## config.mk

```make
export PLATFORM = sky130hd
export DESIGN_NAME = uart_rx_deserializer_flat
export DESIGN_NICKNAME = d
export VERILOG_FILES = /design/src/rtl/uart_pkg.sv /design/src/rtl/uart_rx_deserializer_if.sv /design/src/rtl/sync_2ff.sv /design/src/rtl/uart_rx_deserializer.sv /design/src/flat_wrapper.sv
export SDC_FILE = /design/constraint.sdc
export NUM_CORES = 1
export LEC_CHECK = 0
export ABC_AREA = 1
export CAP_MARGIN = 40
export CORE_UTILIZATION = 45
export CTS_CLUSTER_SIZE = 20
export DETAILED_ROUTE_END_ITERATION = 8
export HOLD_SLACK_MARGIN = 0.03
export PLACE_DENSITY = 0.67
export SETUP_SLACK_MARGIN = 0.1
export SLEW_MARGIN = 20
export SYNTH_ARGS = -nofsm -noshare
export SYNTH_HDL_FRONTEND = slang
export SYNTH_SLANG_ARGS = --single-unit
```

## constraint.sdc

```tcl
create_clock -name clk -period 1.7 [get_ports clk]
set_input_delay 0.51 -clock clk [delete_from_list [all_inputs] [get_ports clk]]
set_output_delay 0.51 -clock clk [all_outputs]
set_load 0.01 [all_outputs]
```

## src/rtl/uart_pkg.sv

```systemverilog
// Shared UART receive-path types and default frame geometry.
package uart_pkg;

  localparam int OVERSAMPLE_DEF = 16;
  localparam int DATA_BITS_DEF  = 8;

  typedef enum logic [2:0] {
    IDLE,
    START,
    DATA,
    STOP,
    WAIT_HIGH
  } rx_state_t;

endpackage

```

## src/rtl/uart_rx_deserializer_if.sv

```systemverilog
// Deserializer bus: tick/line inputs, byte outputs, status and FSM state.
interface uart_rx_deserializer_if
  import uart_pkg::*;
#(
  parameter int DATA_BITS = DATA_BITS_DEF
);
  // data_valid is a one-cycle strobe with no back-pressure: data is qualified
  // only while data_valid is high and then holds until the next good frame.
  logic                 tick;
  logic                 rx;
  logic [DATA_BITS-1:0] data;
  logic                 data_valid;
  logic                 frame_err;
  logic                 busy;
  rx_state_t            state;

  modport slave  (input tick, rx, output data, data_valid, frame_err, busy, state);
  modport master (output tick, rx, input data, data_valid, frame_err, busy, state);
endinterface

```

## src/rtl/sync_2ff.sv

```systemverilog
// Two-flop synchronizer for asynchronous single-bit inputs.
module sync_2ff #(
  parameter logic RESET_VAL = 1'b1
) (
  input  logic clk,
  input  logic rst,
  input  logic d,
  output logic q
);
  logic meta;

  always_ff @(posedge clk) begin
    if (rst) begin
      meta <= RESET_VAL;
      q    <= RESET_VAL;
    end else begin
      meta <= d;
      q    <= meta;
    end
  end
endmodule

```

## src/rtl/uart_rx_deserializer.sv

```systemverilog
// Oversampled UART receiver: start detect, mid-bit sampling, stop check.
module uart_rx_deserializer
  import uart_pkg::*;
#(
  parameter int OVERSAMPLE = OVERSAMPLE_DEF,
  parameter int DATA_BITS  = DATA_BITS_DEF
) (
  input logic clk,
  input logic rst,
  uart_rx_deserializer_if.slave bus
);
  localparam int TW = $clog2(OVERSAMPLE);
  localparam int BW = $clog2(DATA_BITS + 1);
  localparam logic [TW-1:0] T_HALF = TW'(OVERSAMPLE / 2 - 1);
  localparam logic [TW-1:0] T_LAST = TW'(OVERSAMPLE - 1);
  localparam logic [BW-1:0] B_LAST = BW'(DATA_BITS - 1);

  logic                 rx_s;
  rx_state_t            state;
  logic [TW-1:0]        tcnt;
  logic [BW-1:0]        bcnt;
  logic [DATA_BITS-1:0] sh;
  logic [DATA_BITS-1:0] data_q;
  logic                 dv_q, fe_q, busy_q;

  sync_2ff #(.RESET_VAL(1'b1)) u_sync (
    .clk (clk),
    .rst (rst),
    .d   (bus.rx),
    .q   (rx_s)
  );

  always_ff @(posedge clk) begin
    if (rst) begin
      state  <= IDLE;
      tcnt   <= '0;
      bcnt   <= '0;
      sh     <= '0;
      data_q <= '0;
      dv_q   <= 1'b0;
      fe_q   <= 1'b0;
      busy_q <= 1'b0;
    end else begin
      dv_q <= 1'b0;
      fe_q <= 1'b0;
      if (bus.tick) begin
        case (state)
          IDLE: begin
            if (!rx_s) begin
              state  <= START;
              tcnt   <= '0;
              bcnt   <= '0;
              busy_q <= 1'b1;
            end
          end
          START: begin
            if (tcnt == T_HALF) begin
              tcnt <= '0;
              bcnt <= '0;
              if (!rx_s) begin
                state <= DATA;
              end else begin
                // Line went back high before mid start bit: treat as noise.
                state  <= IDLE;
                busy_q <= 1'b0;
              end
            end else begin
              tcnt <= tcnt + TW'(1);
            end
          end
          DATA: begin
            if (tcnt == T_LAST) begin
              sh   <= {rx_s, sh[DATA_BITS-1:1]};
              tcnt <= '0;
              if (bcnt == B_LAST) begin
                state <= STOP;
                bcnt  <= '0;
              end else begin
                bcnt <= bcnt + BW'(1);
              end
            end else begin
              tcnt <= tcnt + TW'(1);
            end
          end
          STOP: begin
            if (tcnt == T_LAST) begin
              tcnt <= '0;
              if (rx_s) begin
                data_q <= sh;
                dv_q   <= 1'b1;
                busy_q <= 1'b0;
                state  <= IDLE;
              end else begin
                fe_q  <= 1'b1;
                state <= WAIT_HIGH;
              end
            end else begin
              tcnt <= tcnt + TW'(1);
            end
          end
          WAIT_HIGH: begin
            // A held-low (break) line must return high before re-arming.
            if (rx_s) begin
              state  <= IDLE;
              busy_q <= 1'b0;
              tcnt   <= '0;
            end
          end
          default: begin
            state  <= IDLE;
            busy_q <= 1'b0;
            tcnt   <= '0;
            bcnt   <= '0;
          end
        endcase
      end
    end
  end

  assign bus.data       = data_q;
  assign bus.data_valid = dv_q;
  assign bus.frame_err  = fe_q;
  assign bus.busy       = busy_q;
  assign bus.state      = state;
endmodule

```

## src/flat_wrapper.sv

```systemverilog
// flat-port wrapper written by rule: the top's interface ports become plain ports
module uart_rx_deserializer_flat import uart_pkg::*;
#(
  parameter int OVERSAMPLE = OVERSAMPLE_DEF,
  parameter int DATA_BITS  = DATA_BITS_DEF
)
  (clk, rst, bus_tick, bus_rx, bus_data, bus_data_valid, bus_frame_err, bus_busy, bus_state);
  uart_rx_deserializer_if #(.DATA_BITS(DATA_BITS)) bus_i ();
  input logic clk;
  input logic rst;
  input wire logic [$bits(bus_i.tick)-1:0] bus_tick;
  input wire logic [$bits(bus_i.rx)-1:0] bus_rx;
  output wire logic [$bits(bus_i.data)-1:0] bus_data;
  output wire logic [$bits(bus_i.data_valid)-1:0] bus_data_valid;
  output wire logic [$bits(bus_i.frame_err)-1:0] bus_frame_err;
  output wire logic [$bits(bus_i.busy)-1:0] bus_busy;
  output wire logic [$bits(bus_i.state)-1:0] bus_state;
  assign bus_i.tick = bus_tick;
  assign bus_i.rx = bus_rx;
  assign bus_data = bus_i.data;
  assign bus_data_valid = bus_i.data_valid;
  assign bus_frame_err = bus_i.frame_err;
  assign bus_busy = bus_i.busy;
  assign bus_state = bus_i.state;
  uart_rx_deserializer #(.OVERSAMPLE(OVERSAMPLE), .DATA_BITS(DATA_BITS)) u_core (.clk(clk), .rst(rst), .bus(bus_i));
endmodule
```

==> results.txt <==
R2R cell count - 9
per-cell routed wire length - 11.18 microns
outcome - complete, no violations
initial antenna violation count - 0
worst vdd ir - 785.4 uV
Final HPWL DP - 2278 microns
CP Data Required Time - 1190 ps
total power - 1.990 mW
Worst R2R End - u_core.bcnt[3]$_SDFFE_PP0P_
CTS buffer count - 5
initial core utilization - 47.58%
placeable core area - 3053 sq um
Routed WL - 3131 microns
worst skew pair latency - 330 ps
grt met1 use - 27.79%
WP data arrival - 1020 ps
FF/Latch Area - 645.6 sq um
Max clock buf depth - 2
WP buf/inv - 1
FILL cells - 311
H-tree Lvls - 2
Critical Path Start - u_core.bus.state[2]$_SDFFE_PP0P_
worst r2r src - u_core.tcnt[0]$_SDFFE_PP0P_
delay-heaviest family, CP - flip-flops
crit path max fanout - 5
CP endpoint kind - output port
area occupied by multi-input gates - 742.0 sq um
Total Routing Usage GR - 20.54%
Endpoint, Worst Hold - u_core.u_sync.q$_SDFF_PP1_
FMAX - 652.7 MHz
post-route cell area - 1867 sq um
Most Used Layer, Global Route - met2
ratio of cells with drive above 1 in the final layout - 21.19%
port bufs - 17
Post-Syn Area - 1453 sq um
clk slew on worst S/H paths - 100 ps
Mean Syn Cell Area - 7.263 sq um
Crit-path slowest cell - dfxtp_2
Leak Pwr - 0.8662 nW
antenna cells - 0
MaxCap Viol Count - 0
Pwr Density - 1066 nW/um^2
unrepaired setup endpoints after global routing - yes
Root Buffer - clkbuf_4
DRT Pass-1 Iters - 5
hold-fix buffers at CTS - 0
Core Rows - 20
relative slew slack - 60.41%
pre-CTS setup slack - -140.1 ps
Final Hold Viols - 0
M3 GR Usage - 6.593%
DRC errors left - 0
die height - 58.82 microns
Via Count - 1,376
CP cell instances - dlygate4sd2_1
register area share after synthesis - 44.10%
post-synthesis register bit count - 32
PnR worst setup slack - 167.9 ps
slack of the worst reg-to-reg path - 220 ps
nets@finish - 241
total gr overflow - 0
period utilisation layout - 90.12%
die area - 3459 sq um
vias per cell - 4.914
Hold Path Depth - 1
CP Class - register to output port
area delta synth->final - 28.51%
Placement Cell Area - 1745 sq um
fin crit period - 1532 ps
HP Class - register to register
Fin Hold WS - 419.1 ps
global-route wire length before repair - 5257 microns
antenna-violating nets left - 0
count of cell types in the netlist - 23
YS warnings - 0
met2 usage - 29.71%
Iter 0 DRT Violations - 61
Setup Viol. Count Final - 0
crit start category - register
Mapped Cells - 200
Clock Sinks - 32
worst slew pin tran - 593.2 ps
vias in the first global route - 1,200
slowest stage delay, CP - 410 ps
Setup TNS - 0 ps
Slew Viols, Final - 0
CTS tree - done
RePlAce Congestion - 0.8280
hold path start - u_core.u_sync.meta$_SDFF_PP1_
Die Wd - 58.82 microns
setup skew after layout - 5.914 ps
post-synthesis net count - 206
I/O pin cnt - 18
largest net degree at the start of global routing - 24
sequential cells by signal, indices dropped and copies added, names as in the netlist:
name and cells:
u_core.bus.state 3, u_core.bus.data_valid 1, u_core.bus.frame_err 1, u_core.bus.busy 1, u_core.u_sync.meta 1, u_core.u_sync.q 1, u_core.sh 8, u_core.tcnt 4
u_core.bus.data 8, u_core.bcnt 4
per-layer routing:
| layer | vias to the layer above | routed length (microns) |
|---|---|---|
| li1 | 713 | - |
| met2 | 27 | 1444 |
| met3 | 5 | 109 |
| met1 | 631 | 1542 |
| met5 | - | 0 |
| met4 | 0 | 34 |
cell type report:
type,count,share of cell area [%]
multi-input cells,139,39.75
clock inverters,1,0.4021
flip-flops and latches,32,34.58
inverters,25,5.027
clock buffers,7,2.949
well taps,44,2.949
repair buffers,32,14.34
cell families (layout without fill, tap and decap cells):
| family | count (synthesis) | in the layout | share of synthesized area [%] |
|---|---|---|---|
| XOR/XNOR | 3 | 3 | 1.809 |
| AO/OA/AOI/OAI | 41 | 41 | 14.38 |
| flip-flops | 32 | 32 | 44.10 |
| buffers and inverters | 29 | 65 | 8.010 |
| adder cells (fa/ha/maj) | 2 | 2 | 1.722 |
| AND/OR/NAND/NOR | 93 | 93 | 29.97 |
metrics by stage:
step                instances  util (%)
floorplan                 200         -
global placement          269     57.17
detailed placement        269     57.17
CTS                       277     58.98
global route              280     61.15
finish                    280     61.15
worst max-delay path by stage:
stage,end,cells after the start
after CTS,u_core.bus.data[5]$_SDFFE_PP0P_,6
after detailed placement,u_core.sh[4]$_SDFFE_PP0P_,6
after floorplan,u_core.bus.data[3]$_SDFFE_PP0P_,7
final,bus_state[2],1
after global placement,u_core.sh[4]$_SDFFE_PP0P_,6
after global routing,u_core.bus.state[1]$_SDFFE_PP0P_,10
synth_stat cells:
master / count / area, sq um
a21oi_1: 16 / 80.08
a21oi_2: 1 / 8.760
buf_6: 1 / 11.26
clkbuf_1: 3 / 11.26
dfxtp_1: 32 / 640.6
ha_1: 2 / 25.02
inv_1: 19 / 71.32
inv_2: 6 / 22.52
nand2_1: 24 / 90.09
nand2_2: 2 / 12.51
nand3_1: 14 / 70.07
nand3_2: 3 / 30.03
nand3b_1: 2 / 15.01
nor2_1: 39 / 146.4
nor2_2: 3 / 18.77
nor2_4: 1 / 11.26
nor3_4: 1 / 16.27
nor4_1: 2 / 12.51
o21ai_0: 18 / 90.09
o21ai_1: 6 / 30.03
or2_2: 2 / 12.51
xnor2_1: 1 / 8.760
xor2_1: 2 / 17.52
timing repair:
item                       CTS  global route
buffers inserted             0             3
pin swaps                    0             7
setup endpoints to repair   19            23
gates resized for setup     18            12
layout by cell type, fill, tap and decap left out:
cell type,instances
a21oi_2,1
clkdlybuf4s50_1,2
ha_4,1
clkbuf_4,5
clkinvlp_4,1
nand3_4,1
or2_2,2
nor2_2,3
nand3b_1,2
nand2_2,2
inv_2,6
dlymetal6s2s_1,1
nor3_4,1
o21ai_1,6
clkbuf_1,1
a21oi_1,16
o21ai_0,17
nand2_4,1
dlygate4sd2_1,14
clkbuf_8,1
nor4_1,2
dfxtp_2,4
nand3_2,2
o21ai_2,1
xor2_1,2
dfxtp_1,28
inv_1,19
nand3_1,14
xnor2_1,1
buf_4,15
nor2_4,3
nand2_1,23
nor2_1,37
ha_1,1
power breakdown:
| group | switching, mW | internal, mW |
|---|---|---|
| registers | 0.0617 | 0.812 |
| clock network | 0.258 | 0.202 |
| logic | 0.400 | 0.257 |
Power figures use the tool's default switching activity.
